`config.mk`:
```
export PLATFORM = sky130hd
export DESIGN_NAME = class_vec_scheduler_flat
export DESIGN_NICKNAME = d
export VERILOG_FILES = /design/src/rtl/hdc_class_pkg.sv /design/src/rtl/class_vec_scheduler_if.sv /design/src/rtl/class_mask_next.sv /design/src/rtl/class_vec_scheduler.sv /design/src/flat_wrapper.sv
export SDC_FILE = /design/constraint.sdc
export NUM_CORES = 1
export LEC_CHECK = 0
export ABC_AREA = 1
export CAP_MARGIN = 10
export CORE_ASPECT_RATIO = 1.5
export CORE_MARGIN = 1.5
export CORE_UTILIZATION = 45
export DETAILED_ROUTE_END_ITERATION = 12
export GPL_ROUTABILITY_DRIVEN = 0
export PLACE_DENSITY = 0.95
export SETUP_SLACK_MARGIN = 0.3
export SLEW_MARGIN = 25
export SYNTH_ARGS = -nofsm -noshare
export SYNTH_HDL_FRONTEND = slang
export SYNTH_SLANG_ARGS = --single-unit
```
`constraint.sdc`:
```
create_clock -name clk -period 3.1 [get_ports clk]
set_input_delay 0.465 -clock clk [delete_from_list [all_inputs] [get_ports clk]]
set_output_delay 0.465 -clock clk [all_outputs]
set_load 0.005 [all_outputs]
```
`src/rtl/hdc_class_pkg.sv`:
```
// hdc_class_pkg: shared sizes and scheduler state encoding for the class-vector sweep
package hdc_class_pkg;
   localparam int NUM_CLASSES = 8;
   localparam int NUM_FRAMES  = 3;
   localparam int FRAME_W     = 64;
   localparam int CLASS_ID_W  = 3;
   localparam int FRAME_IDX_W = 2;
   localparam logic [1:0] IDLE  = 2'd0;
   localparam logic [1:0] RUN   = 2'd1;
   localparam logic [1:0] DRAIN = 2'd2;
endpackage

```
`src/rtl/class_vec_scheduler_if.sv`:
```
// class_vec_scheduler_if: valid/ready beat stream from the scheduler to the similarity stage
interface class_vec_scheduler_if;
   import hdc_class_pkg::*;
   logic                   m_valid;
   logic                   m_ready;
   logic [FRAME_W-1:0]     m_data;
   logic [CLASS_ID_W-1:0]  m_class_id;
   logic [FRAME_IDX_W-1:0] m_frame_index;
   logic                   m_last_frame;
   logic                   m_last_class;
   modport master (output m_valid, m_data, m_class_id, m_frame_index, m_last_frame, m_last_class, input m_ready);
   modport slave  (input m_valid, m_data, m_class_id, m_frame_index, m_last_frame, m_last_class, output m_ready);
endinterface

```
`src/rtl/class_mask_next.sv`:
```
// class_mask_next: lowest set mask bit above cur_id, or the lowest set bit overall when first=1
module class_mask_next import hdc_class_pkg::*; (
   input  logic [NUM_CLASSES-1:0] mask,
   input  logic [CLASS_ID_W-1:0]  cur_id,
   input  logic                   first,
   output logic [CLASS_ID_W-1:0]  next_id,
   output logic                   has_next
);
   // scan downward so the lowest qualifying bit is the one left standing
   always_comb begin
      next_id  = '0;
      has_next = 1'b0;
      for (int i = NUM_CLASSES - 1; i >= 0; i--)
         if (mask[i] && (first || CLASS_ID_W'(i) > cur_id)) begin
            next_id  = CLASS_ID_W'(i);
            has_next = 1'b1;
         end
   end
endmodule

```
`src/rtl/class_vec_scheduler.sv`:
```
// class_vec_scheduler: sweeps enabled classes and their frames through the class-vector ROM into a beat stream
module class_vec_scheduler import hdc_class_pkg::*; (
   input  logic                   clk,
   input  logic                   rst,
   input  logic                   start,
   input  logic                   abort,
   input  logic [NUM_CLASSES-1:0] class_mask,
   output logic                   busy,
   output logic                   done,
   output logic [CLASS_ID_W-1:0]  rom_frame_id,
   output logic [FRAME_IDX_W-1:0] rom_frame_index,
   input  logic [FRAME_W-1:0]     rom_data,
   class_vec_scheduler_if.master  m
);
   logic [1:0]             state, state_d;
   logic [NUM_CLASSES-1:0] mask_q;
   logic [CLASS_ID_W-1:0]  first_id, nxt_id;
   logic                   first_has, nxt_has;
   logic                   load, last_frame, last_class, go;

   class_mask_next u_first (.mask(class_mask), .cur_id('0), .first(1'b1), .next_id(first_id), .has_next(first_has));
   class_mask_next u_next  (.mask(mask_q), .cur_id(rom_frame_id), .first(1'b0), .next_id(nxt_id), .has_next(nxt_has));

   // state register
   always_ff @(posedge clk) state <= rst ? IDLE : state_d;

   // next state: abort wins outside IDLE, RUN leaves once the final beat is loaded
   always_comb
      state_d = state == IDLE ? (go ? RUN : IDLE)
              : abort         ? IDLE
              : state == RUN  ? (load && last_class ? DRAIN : RUN)
              : m.m_ready     ? IDLE : DRAIN;

   // status and handshake decode
   always_comb begin
      busy       = state != IDLE;
      load       = !m.m_valid || m.m_ready;
      last_frame = rom_frame_index == FRAME_IDX_W'(NUM_FRAMES - 1);
      last_class = last_frame && !nxt_has;
      go         = start && !abort && first_has;
   end

   // address sequencing, output register and done pulse
   always_ff @(posedge clk)
      if (rst) begin
         done            <= 1'b0;
         mask_q          <= '0;
         rom_frame_id    <= '0;
         rom_frame_index <= '0;
         m.m_valid       <= 1'b0;
         m.m_data        <= '0;
         m.m_class_id    <= '0;
         m.m_frame_index <= '0;
         m.m_last_frame  <= 1'b0;
         m.m_last_class  <= 1'b0;
      end else begin
         done <= 1'b0;
         if (state == IDLE) begin
            if (go) begin
               mask_q          <= class_mask;
               rom_frame_id    <= first_id;
               rom_frame_index <= '0;
            end else if (start && !abort)
               done <= 1'b1;
         end else if (abort)
            m.m_valid <= 1'b0;
         else if (state == RUN && load) begin
            m.m_valid       <= 1'b1;
            m.m_data        <= rom_data;
            m.m_class_id    <= rom_frame_id;
            m.m_frame_index <= rom_frame_index;
            m.m_last_frame  <= last_frame;
            m.m_last_class  <= last_class;
            rom_frame_index <= last_frame ? '0 : rom_frame_index + 1'b1;
            if (last_frame && nxt_has)
               rom_frame_id <= nxt_id;
         end else if (state == DRAIN && m.m_ready) begin
            m.m_valid <= 1'b0;
            done      <= 1'b1;
         end
      end
endmodule
```
`src/flat_wrapper.sv`:
```
// flat-port wrapper written by rule: the top's interface ports become plain ports
module class_vec_scheduler_flat import hdc_class_pkg::*;
  (clk, rst, start, abort, class_mask, busy, done, rom_frame_id, rom_frame_index, rom_data, m_m_valid, m_m_data, m_m_class_id, m_m_frame_index, m_m_last_frame, m_m_last_class, m_m_ready);
  class_vec_scheduler_if m_i ();
  input  logic clk;
  input  logic rst;
  input  logic start;
  input  logic abort;
  input  logic [NUM_CLASSES-1:0] class_mask;
  output logic busy;
  output logic done;
  output logic [CLASS_ID_W-1:0] rom_frame_id;
  output logic [FRAME_IDX_W-1:0] rom_frame_index;
  input  logic [FRAME_W-1:0] rom_data;
  output wire logic [$bits(m_i.m_valid)-1:0] m_m_valid;
  output wire logic [$bits(m_i.m_data)-1:0] m_m_data;
  output wire logic [$bits(m_i.m_class_id)-1:0] m_m_class_id;
  output wire logic [$bits(m_i.m_frame_index)-1:0] m_m_frame_index;
  output wire logic [$bits(m_i.m_last_frame)-1:0] m_m_last_frame;
  output wire logic [$bits(m_i.m_last_class)-1:0] m_m_last_class;
  input wire logic [$bits(m_i.m_ready)-1:0] m_m_ready;
  assign m_m_valid = m_i.m_valid;
  assign m_m_data = m_i.m_data;
  assign m_m_class_id = m_i.m_class_id;
  assign m_m_frame_index = m_i.m_frame_index;
  assign m_m_last_frame = m_i.m_last_frame;
  assign m_m_last_class = m_i.m_last_class;
  assign m_i.m_ready = m_m_ready;
  class_vec_scheduler u_core (.clk(clk), .rst(rst), .start(start), .abort(abort), .class_mask(class_mask), .busy(busy), .done(done), .rom_frame_id(rom_frame_id), .rom_frame_index(rom_frame_index), .rom_data(rom_data), .m(m_i));
endmodule
```
After elaboration in Yosys (flattened, before gate mapping)

Index checks and enable logic that the tools add are counted.

Output and inout bits: 79
Bits in registers: 88
Input port bits: 77

Reduce and logical (&&, ||, !) cells: 29
Mux-type cells: 57
Add/subtract/negate cells: 1
Bitwise operators: 2
Magnitude comparators: 8
Equal/unequal tests: 5

Operators by type and width:

| kind                                                                     | number |
|---|---|
| 3-bit two-way mux                                                        | 21 |
| 1-bit two-way mux                                                        | 26 |
| 2-bit two-way mux                                                        | 10 |
| 1-bit logical AND                                                        | 15 |
| 3-bit > comparator (first input constant)                                | 4 |
| 1-bit by 3-bit > comparator with 1-bit output (first input constant)     | 2 |
| 2-bit by 3-bit > comparator with 1-bit output (first input constant)     | 2 |
| 3-bit AND reduction                                                      | 2 |
| 2-bit nonzero test                                                       | 3 |
| 2-bit equality test (second input constant)                              | 2 |
| 2-bit by 1-bit inequality test with 1-bit output (second input constant) | 2 |
| 2-bit AND reduction                                                      | 2 |
| 4-bit AND reduction                                                      | 1 |
| 1-bit logical NOT                                                        | 3 |
| 3-bit nonzero test                                                       | 1 |
| 2-bit by 1-bit adder with 2-bit output (second input constant)           | 1 |
| 2-bit by 1-bit equality test with 1-bit output (second input constant)   | 1 |
| 2-bit logical NOT                                                        | 1 |
| 1-bit NOT                                                                | 2 |
| 1-bit logical OR                                                         | 1 |

Logic depth before layout (Yosys ltp)

Gate-level depths: netlist of run 1.

Depth after elaboration: 17
Mapped depth: 11

Hierarchy

A second synthesis of run 1 with hierarchy kept.

Cells, all modules: 515
Area total of the unflattened synthesis: 3701.0 µm²

Modules (own cells, without submodules):

| module              | area each (µm²) | sequential area each (µm²) | cells an instance | instances |
|---|---|---|---|---|
| class_vec_scheduler | 3328.2          | 1761.7                     | 435               | 1 |
| class_mask_next     | 186.4           | 0.0                        | 40                | 2 |

Worst setup path before layout of run 1

No wires, ideal clock.

Path kind: input-to-reg
From: input port class_mask[7]
To: register u_core.rom_frame_index[1]
Cell stages on the path: 10
Slack: 1.719 ns
Path buffers: 1
Data required time: 3.036 ns
Library setup time: 0.064 ns
Data arrival time: 1.318 ns
Path through: inv_1 nand2_2 nor3_4 nand4_4 nand2_4 buf_6 nand2_1 nand3_1 nand2_1 nor2_1

Word-level cells in the longest chain between the ends: 11

RTL lines:

| item                                                              | line                      | text |
|---|---|---|
| start: declaration                                                | flat_wrapper.sv:9         | `input logic [NUM_CLASSES-1:0] class_mask;` |
| 1-bit two-way mux (8 in series)                                   | class_mask_next.sv:14     | `if (mask[i] && (first \|\| CLASS_ID_W'(i) > cur_id)) begin` |
| 1-bit logical AND                                                 | class_vec_scheduler.sv:40 | `go = start && !abort && first_has;` |
| 2-bit by 1-bit inequality test with 1-bit output (no source line) | --                        |  |
| 3-bit AND reduction (no source line)                              | --                        |  |
| end signal: assignment                                            | class_vec_scheduler.sv:74 | `rom_frame_index <= last_frame ? '0 : rom_frame_index + 1'b1;` |
| end: declaration                                                  | class_vec_scheduler.sv:11 | `output logic [FRAME_IDX_W-1:0] rom_frame_index,` |

Every way passes these cells.
A chain may end at the register's enable or synchronous reset.

Final worst setup path of run 1

From: register u_core.state[1]
To: output port busy

Word-level cells in the longest chain between the ends: 1

RTL lines:

| item                     | line                      | text |
|---|---|---|
| start: declaration       | class_vec_scheduler.sv:15 | `logic [1:0] state, state_d;` |
| start signal: assignment | class_vec_scheduler.sv:25 | `always_ff @(posedge clk) state <= rst ? IDLE : state_d;` |
| 2-bit nonzero test       | class_vec_scheduler.sv:36 | `busy = state != IDLE;` |
| end: declaration         | flat_wrapper.sv:10        | `output logic busy;` |

Every way passes these cells.

==> impl_metrics.py, run 1 <==
metrics = {
    "drt": {
        "via_per_inst": 5.078,
        "wl_per_cell_microns": 14.31,
        "drtAntennaViolNets": 0,
        "drtIter0Drc": 287,
        "firstDrtPassIters": 5,
        "drcViolationCount": 0,
        "drt_wl_total_microns": 10230,
        "vias": 3631,
    },
    "finish": {
        "antenna_cells": 0,
        "finalNetCount": 685,
        "fin_cells": 715,
        "drive_gt1_share_pct": 6.199,
        "fillers": 594,
        "stdcell_area_sq_um": 5344,
        "syn_to_final_growth_pct": 54.08,
    },
    "global_routing": {
        "grt_usage_pct": 25.62,
        "grt_pass1_vias": 3650,
        "antenna_found_initial": 0,
        "grt_pass1_wl_microns": 16480,
        "grt_max_degree": 75,
        "globalRouteOverflowTotal": 0,
    },
    "logic_synthesis": {
        "synthAdderAreaFrac_pct": 0,
        "synth_compound_area_share_pct": 14.14,
        "synth_top_family_by_area": "simple AND/OR/NAND/NOR gates",
        "synth_top_area_share_pct": 50.22,
        "synthArstFlopShare_pct": 0,
        "ys_ff_latch": 87,
        "synth_flop_cell": "dfxtp_1",
        "yosys.area_share.simple_pct": 28.75,
        "synth_cell_types": 24,
        "syn_inst": 462,
        "synth_common_cells": "nor2_1, dfxtp_1, nand2_1",
        "synth_area_leader_cell": "dfxtp_1",
        "synth_edf_count": 0,
        "synth-seq-area-share_pct": 50.22,
        "syn_avg_cell_area_sq_um": 7.507,
        "synth_area_leaders": "dfxtp_1, nor2_1, o21ai_0",
        "yosys_warnings": 0,
        "yosysMostFrequentCell": "nor2_1",
        "synth_area_sq_um": 3468,
        "synth-xor-area-share_pct": 0,
        "synth_mux_area_share_pct": 0,
        "syn_nets": 539,
    },
    "cts": {
        "cts_num_sinks": 87,
        "post_cts_buffers": 0,
        "htreeDepth": 3,
        "clockBufferDepth": 2,
        "clk_latency_ns": 0.33,
        "cts_hold_buf": 0,
        "cts_root_buf": "clkbuf_16",
        "clkSlewWorstSetupHoldPaths_ns": 0.06,
        "cts_resized": 0,
        "cts-buffers-inserted": 9,
        "cts_tree": "done",
    },
    "pwr": {
        "swShare_pct": 23.84,
        "pwr-share-clk_pct": 41.9,
        "seq_power_share_pct": 43.9,
        "p_comb_share_pct": 14.2,
        "p_switching_mw": 0.6563,
        "p_int_mw": 2.097,
        "p_leak_nw": 2.203,
        "ir_drop_mv": 0.3728,
        "power.density_nw_per_um2": 515.2,
    },
    "setup_path": {
        "critPathArrivalTime_ns": 1.72,
        "start_kind": "flip-flop",
        "crit_fanout": 7,
        "criticalPathCategory": "reg -> out",
        "cp-end-kind": "output pin",
        "cp.required_ns": 2.63,
    },
    "place": {
        "place_area_sq_um": 5021,
        "dpl_worst_slack_ns": 0.5892,
        "place_inst": 699,
        "dp_hpwl_microns": 7158,
        "io_buffers": 155,
    },
    "floorplan": {
        "die_area_sq_um": 8254,
        "fp.dieW_microns": 74.68,
        "io_pins": 156,
        "core_area_sq_um": 7564,
        "num_rows": 39,
        "start_util_pct": 45.86,
        "die_y_microns": 110.5,
    },
    "timing": {
        "worst_pin_slew_ns": 0.7102,
        "fin_crit_ns": 2.182,
        "skew_ns": 0.005067,
        "finalWorstSetupSlack_ns": 0.9181,
        "rsz0062_at_grt": "false",
        "relSlewSlack_pct": 52.58,
        "final_hold_viol_count": 0,
        "fin_setup_tns_ns": 0,
        "clock.fmax_mhz": 458.3,
        "fin_crit_sh_pct": 70.39,
        "setup_viol": 0,
        "slew_violations": 0,
        "hold_ws_ns": 0.4710,
    },
    "hold_path": {
        "hp-class": "reg -> reg",
    },
    "run_status": {
        "status": "completed",
    },
    "flow_run": {
        "cap_violations": 0,
    },
}
## state kept, by name, summed over array words and instances, names as in the netlist, 2 cells and up
name and count:
u_core.mask_q 7, u_core.m.m_frame_index 2, u_core.rom_frame_index 2, u_core.m.m_class_id 3
u_core.m.m_data 64, u_core.state 2, u_core.rom_frame_id 3
## final cells by class
type	instances	area, sq um	share of cell area, %
Clock buffer	9	225.2	4.214
Clock inverter	7	97.59	1.826
Inverter	20	75.07	1.405
Multi-Input combinational cell	330	1488	27.84
Sequential cell	87	1742	32.59
Tap cell	102	127.6	2.388
Timing Repair Buffer	160	1589	29.74
## power by group through the flow
stage	Sequential, mW	Clock, mW	Combinational (mW)
floorplan	1.23	0	0.153
global placement	1.23	0	0.374
detailed placement	1.23	0	0.386
CTS	1.21	1.17	0.390
global route	1.21	1.21	0.427
finish	1.21	1.15	0.391
## path summary, 6_finish.rpt
| check | from | to | slack, ns | cells after the start |
|---|---|---|---|---|
| min | u_core.m.m_last_frame | u_core.m.m_last_frame | 0.47 | 2 |
| max reg2reg | u_core.state[1] | u_core.m.m_last_class | 1.12 | 7 |
| max | u_core.state[1] | busy | 0.92 | 3 |
| min reg2reg | u_core.m.m_last_frame | u_core.m.m_last_frame | 0.47 | 2 |
## metrics by stage
| step | power, mW | utilization, % |
|---|---|---|
| after floorplan | 1.384 | - |
| after global placement | 1.603 | 66.39 |
| after detailed placement | 1.617 | 66.39 |
| after CTS | 2.768 | 70.65 |
| after global routing | 2.848 | 70.65 |
| final | 2.753 | 70.65 |
## cell families (layout without fill, tap and decap cells)
group | after synthesis | after routing
simple gates | 234 | 234
compound gates | 96 | 96
flops | 87 | 87
buf+inv | 45 | 196
## per-layer routing
metal | track usage [%] | up-vias | share of wire, %
met1 | 27.28 | 1665 | 39
met2 | 44.70 | 156 | 52
met4 | 13.70 | 0 | 3.6
met3 | 6.113 | 33 | 6.1
met5 | 0 | - | 0
li1 | - | 1777 | -
## worst max-delay path, stage by stage, from the launching register on
cell and delay, ns:
dfxtp_1 0.46, nor2_4 0.10, inv_1 0.25, clkdlybuf4s50_1 0.56
## cells in the final DEF, fill, tap and decap left out, drive strengths merged
cell             n
nor2           156
clkdlybuf4s50  155
dfxtp           87
o21ai           72
nand2           51
a21oi           23
nand3           22
inv             19
clkbuf           9
buf              5
clkinv           4
bufinv           2
clkinvlp         2
nor3             2
nand4            2
a21boi           1
and2             1
(Power assumes the default switching activity.)
==> inputs of run 2 (changes only) <==
- CORE_UTILIZATION: 45 -> 38
- PLACE_DENSITY: 0.95 -> 0.86
- clock period: 3.1 -> 2 ns (I/O delays scaled with it)
==> run 2 against run 1 <==
Worst setup slack worse by 0.55 ns. Wire length down 6.3%. Clock power up 55%. Non-clock buffer count up 7. Die area up 18%. Cell area up 1.5%. Final cell count up 2.1%. Sequential share of layout area down 0.44 points. Register-to-register slack worse by 0.71 ns. First-iteration DRC count down 22%. Clock skew up 0.00074 ns. Total power up 55%. Critical endpoint unchanged. Highest routed layer unchanged.
==> impl_metrics.py, run 2 (synthesized netlist as in run 1, its figures left out) <==
metrics = {
    "finish": {
        "top_regs": "u_core.m.m_data (64), u_core.mask_q (7)",
        "largest_register": "u_core.m.m_data",
        "fin_cells": 730,
        "largest_register_ffs": 64,
        "fillers": 773,
        "final_cell_mix": "clkdlybuf4s50_1, nor2_1, dfxtp_1",
        "syn_to_final_growth_pct": 56.42,
        "final_common_cell": "clkdlybuf4s50_1",
        "finalNetCount": 692,
        "antenna_cells": 0,
        "drive_gt1_share_pct": 7.742,
    },
    "floorplan": {
        "core_area_sq_um": 8828,
        "fp.dieW_microns": 81.01,
        "die_area_sq_um": 9721,
        "start_util_pct": 39.29,
        "io_pins": 156,
        "num_rows": 42,
        "die_y_microns": 120.0,
    },
    "place": {
        "place_inst": 710,
        "dpl_worst_slack_ns": 0.07431,
        "dp_hpwl_microns": 6871,
        "io_buffers": 155,
    },
    "pwr": {
        "power.density_nw_per_um2": 786.1,
        "p_int_mw": 3.292,
        "seq_power_share_pct": 43.9,
        "p_leak_nw": 2.256,
        "ir_drop_mv": 0.6504,
        "power_mw": 4.265,
        "pwr-share-clk_pct": 41.7,
        "p_comb_share_pct": 14.5,
        "p_switching_mw": 0.9724,
        "swShare_pct": 22.80,
    },
    "global_routing": {
        "grt_pass1_vias": 3487,
        "globalRouteOverflowTotal": 0,
        "antenna_found_initial": 0,
        "grt_max_degree": 70,
        "grt_pass1_wl_microns": 15370,
        "grt_usage_pct": 20.16,
    },
    "setup_path": {
        "critPathArrivalTime_ns": 1.33,
        "cp-end-kind": "output pin",
        "critPathSlowestCell": "clkdlybuf4s50_1",
        "cp.required_ns": 1.70,
        "start_kind": "flip-flop",
        "criticalPathCategory": "reg -> out",
        "r2r_cells": 11,
        "slowest_delay_ns": 0.49,
        "path_cells": "nor2_4 > inv_1 > clkdlybuf4s50_1",
        "crit_fanout": 4,
        "rrSetupSlack_ns": 0.41,
    },
    "cts": {
        "cts-buffers-inserted": 9,
        "cts_hold_buf": 0,
        "clkSlewWorstSetupHoldPaths_ns": 0.06,
        "cts_tree": "done",
        "htreeDepth": 3,
        "cts_num_sinks": 87,
        "clockBufferDepth": 2,
        "cts_root_buf": "clkbuf_16",
        "clk_latency_ns": 0.33,
    },
    "drt": {
        "drt_wl_total_microns": 9587,
        "drtIter0Drc": 224,
        "vias": 3591,
        "dr.max_layer_used": "met4",
        "via_per_inst": 4.919,
        "firstDrtPassIters": 4,
        "route.met3.wl_microns": 671,
        "drtAntennaViolNets": 0,
        "wl_per_cell_microns": 13.13,
        "met1Wirelength_microns": 3809,
        "route.met2.wl_microns": 4919,
        "drcViolationCount": 0,
    },
    "run_status": {
        "status": "completed",
    },
    "timing": {
        "relSlewSlack_pct": 74.29,
        "hold_ws_ns": 0.4660,
        "skew_ns": 0.005804,
        "worst_pin_slew_ns": 0.3856,
        "clock.fmax_mhz": 613.2,
        "rsz0062_at_grt": "true",
        "fin_setup_tns_ns": 0,
        "slew_violations": 0,
        "finalWorstSetupSlack_ns": 0.3693,
        "fin_crit_sh_pct": 81.54,
        "final_hold_viol_count": 0,
        "fin_crit_ns": 1.631,
        "setup_viol": 0,
    },
    "hold_path": {
        "hp-class": "reg -> reg",
        "min_path_cells": 2,
    },
    "flow_run": {
        "cap_violations": 0,
    },
}
[run 2: cell count changes in the layout (fill, tap and decap cells not counted)]
cell | before | now
dfxtp_2 | 0 | 2
buf_6 | 0 | 1
inv_2 | 3 | 4
clkinv_1 | 1 | 0
buf_4 | 5 | 10
dfxtp_1 | 87 | 85
clkbuf_8 | 0 | 1
buf_12 | 0 | 1
clkinv_2 | 1 | 3
clkinv_4 | 2 | 1
clkinvlp_4 | 2 | 0
[run 2: worst max-delay path: cells and delay by family (launching register included)]
| kind | cells | cell delay [ns] |
|---|---|---|
| buffers and inverters | 2 | 0.55 |
| flip-flops | 1 | 0.40 |
| AND/OR/NAND/NOR | 1 | 0.06 |
[run 2: through the flow]
| stage | area (sq um) | utilization, % |
|---|---|---|
| 2_1_floorplan | 3468 | - |
| 3_3_place_gp | 5066 | 57.38 |
| 3_5_place_dp | 5066 | 57.38 |
| 4_1_cts | 5390 | 61.05 |
| 5_1_grt | 5425 | 61.45 |
| 6_report | 5425 | 61.45 |
[run 2: layer usage]
layer | global-route usage (%) | up-vias
met4 | 8.297 | 0
met2 | 35.89 | 145
met1 | 21.61 | 1642
li1 | - | 1786
met5 | 0 | -
met3 | 5.856 | 18
[run 2: worst paths after layout]
path,from,end
setup / recovery,u_core.state[1],busy
hold / removal,u_core.m.m_last_frame,u_core.m.m_last_frame
setup reg to reg,u_core.rom_frame_id[1],u_core.rom_frame_id[0]
hold reg to reg,u_core.m.m_last_frame,u_core.m.m_last_frame
[run 2: final cells by class]
type                       count  area (sq um)  area share (%)
clock buffer                  10         239.0           4.405
clock inverter                 6         83.83           1.545
inverter                      20         75.07           1.384
multi-input combinational    330          1488           27.42
sequential                    87          1744           32.15
tap                          110         137.6           2.537
timing repair buffer         167          1658           30.56
[run 2: what timing repair did]
action                     in CTS  in global routing
gates resized for setup         1                  2
setup endpoints to repair       1                  6
setup buffers                   0                  4
pin swaps                       0                  1
[run 2: power groups by stage]
stage | logic, mW | registers (mW) | clock network, mW
global route | 0.673 | 1.88 | 1.89
detailed placement | 0.603 | 1.91 | 0
global placement | 0.586 | 1.90 | 0
finish | 0.617 | 1.87 | 1.78
CTS | 0.607 | 1.87 | 1.82
floorplan | 0.238 | 1.91 | 0
==> inputs of run 3 (changes only) <==
- clock period: 2 -> 1.3 ns (I/O delays scaled with it)
==> run 3 against run 2 <==
The run now ends with negative setup slack left. Core utilization rose by 5.6 points. Cell area increased by 9.1%. Total power rose by 49%. First-iteration DRC count shrank 28%. Clock power up 30%. Clock skew about the same. Largest power group unchanged. Highest routed layer unchanged.
==> impl_metrics.py, run 3 (synthesized netlist as in run 1, its figures left out) <==
metrics = {
    "run_status": {
        "status": "finished with violations",
        "violations": "negative setup slack",
    },
    "finish": {
        "largest_register_ffs": 64,
        "largest_register": "u_core.m.m_data",
        "fillers": 719,
        "final_cell_mix": "nor2_1, buf_2, dfxtp_2",
        "final_common_cell": "nor2_1",
        "drive_gt1_share_pct": 45.16,
        "syn_to_final_growth_pct": 70.60,
        "finalNetCount": 744,
        "antenna_cells": 0,
        "final_core_util_pct": 67.02,
        "top_regs": "u_core.m.m_data (64), u_core.mask_q (7)",
        "multiInputGateArea_sq_um": 1649,
        "register_area_sq_um": 1852,
    },
    "place": {
        "dpl_worst_slack_ns": -0.3847,
        "dp_hpwl_microns": 7262,
        "io_buffers": 155,
    },
    "cts": {
        "htreeDepth": 3,
        "cts_tree": "done",
        "clockBufferDepth": 2,
        "cts_hold_buf": 0,
        "clk_latency_ns": 0.33,
        "cts-buffers-inserted": 9,
        "cts_num_sinks": 87,
        "cts_root_buf": "clkbuf_16",
        "clkSlewWorstSetupHoldPaths_ns": 0.06,
    },
    "timing": {
        "fin_setup_tns_ns": -2.596,
        "fin_crit_sh_pct": 107.7,
        "clock.fmax_mhz": 714.0,
        "rsz0062_at_grt": "true",
        "hold_ws_ns": 0.2163,
        "final_hold_viol_count": 0,
        "slew_violations": 0,
        "relSlewSlack_pct": 81.19,
        "fin_crit_ns": 1.401,
        "finalWorstSetupSlack_ns": -0.1006,
        "skew_ns": 0.005926,
        "setup_viol": 79,
        "worst_pin_slew_ns": 0.2821,
    },
    "setup_path": {
        "crit_family": "simple AND/OR/NAND/NOR gates",
        "r2r_cells": 9,
        "crit_buf_inv": 1,
        "critPathSlowestCell": "dfxtp_4",
        "cp.required_ns": 1.52,
        "path_cells": "inv_4 > nand3_2 > nand2_2 > nor2_2 > nand3_2 > nor2_2 > nand2_1 > nand3_1 > o21ai_1",
        "cp-end-kind": "flip-flop",
        "reg2reg_from": "u_core.rom_frame_id[2]",
        "regToRegEndpoint": "u_core.state[0]",
        "start_kind": "flip-flop",
        "rrSetupSlack_ns": -0.10,
        "crit_fanout": 6,
        "slowest_delay_ns": 0.40,
        "critPathArrivalTime_ns": 1.62,
        "criticalPathCategory": "reg -> reg",
    },
    "floorplan": {
        "num_rows": 42,
        "io_pins": 156,
        "die_y_microns": 120.0,
        "fp.dieW_microns": 81.01,
        "start_util_pct": 39.29,
        "core_area_sq_um": 8828,
        "die_area_sq_um": 9721,
    },
    "pwr": {
        "pwr-share-clk_pct": 36.3,
        "p_comb_share_pct": 18.2,
        "ir_drop_mv": 0.6596,
        "p_leak_nw": 2.770,
        "seq_power_share_pct": 45.5,
        "p_int_mw": 4.774,
        "p_switching_mw": 1.598,
        "power.density_nw_per_um2": 1077,
        "swShare_pct": 25.08,
    },
    "global_routing": {
        "antenna_found_initial": 0,
        "grt_max_degree": 47,
        "grt_pass1_wl_microns": 17360,
        "grt_usage_pct": 23.32,
        "globalRouteOverflowTotal": 0,
        "grt_pass1_vias": 3688,
    },
    "drt": {
        "drcViolationCount": 0,
        "firstDrtPassIters": 4,
        "drt_wl_total_microns": 12530,
        "wl_per_cell_microns": 16.04,
        "drtAntennaViolNets": 0,
        "drtIter0Drc": 161,
        "via_per_inst": 5.036,
        "vias": 3933,
    },
    "hold_path": {
        "hp-class": "in -> reg",
        "min_path_cells": 3,
        "worstHoldStart": "class_mask[2]",
        "min_to": "u_core.mask_q[2]",
    },
    "flow_run": {
        "cap_violations": 0,
    },
}
run 3: area by class of cell:
cell class                 instances  share of cell area [%]
multi-input combinational        330                   27.87
tap                              110                   2.326
clock inverter                     3                  0.3172
inverter                          20                   1.396
clock buffer                      12                   4.166
timing repair buffer             219                   32.63
sequential                        87                   31.30
run 3: worst max path at each step:
stage | start | to | slack [ns] | cells past startpoint
finish | u_core.rom_frame_id[2] | u_core.state[0] | -0.10 | 9
global route | u_core.rom_frame_id[1] | u_core.rom_frame_id[1] | -0.21 | 10
CTS | u_core.rom_frame_id[1] | u_core.rom_frame_id[0] | -0.05 | 11
detailed placement | class_mask[6] | u_core.done | -0.38 | 8
global placement | m_m_ready | u_core.m.m_class_id[0] | -0.33 | 8
floorplan | u_core.state[0] | u_core.m.m_data[29] | 0.07 | 9
run 3: stage by stage:
| step | cell area, sq um | power (mW) | std cells |
|---|---|---|---|
| detailed placement | 5333 | 3.959 | 735 |
| global route | 5917 | 6.627 | 781 |
| finish | 5917 | 6.372 | 781 |
| global placement | 5333 | 3.931 | 735 |
| CTS | 5593 | 6.256 | 770 |
| floorplan | 3525 | 3.320 | 462 |
run 3: what timing repair did:
action | CTS | global route
gates resized for setup | 428 | 46
setup endpoints to repair | 166 | 101
buffers inserted | 17 | 5
gates cloned | 3 | 6
pin swaps | 17 | 20
hold endpoints to repair | 0 | 0
run 3: tightest hold or removal path: stages:
cell and delay [ns]:
dlymetal6s2s_1 0.16, nand3_2 0.10, a21oi_2 0.05
run 3: power by group through the flow:
stage	sequential [mW]	combinational, mW	clock, mW
after floorplan	2.94	0.382	0
after global placement	2.93	0.999	0
after detailed placement	2.94	1.02	0
after CTS	2.89	1.03	2.34
after global routing	2.91	1.24	2.47
final	2.90	1.16	2.31
run 3: per-layer routing:
metal  track usage [%]  up-vias  share of wire (%)  routed length, microns
met5                 0        -                  0                       0
met4             10.34        0                1.9                     238
met3             4.791       22                5.0                     624
met2             43.70      140                 54                    6823
met1             23.91     1865                 39                    4843
li1                  -     1906                  -                       -
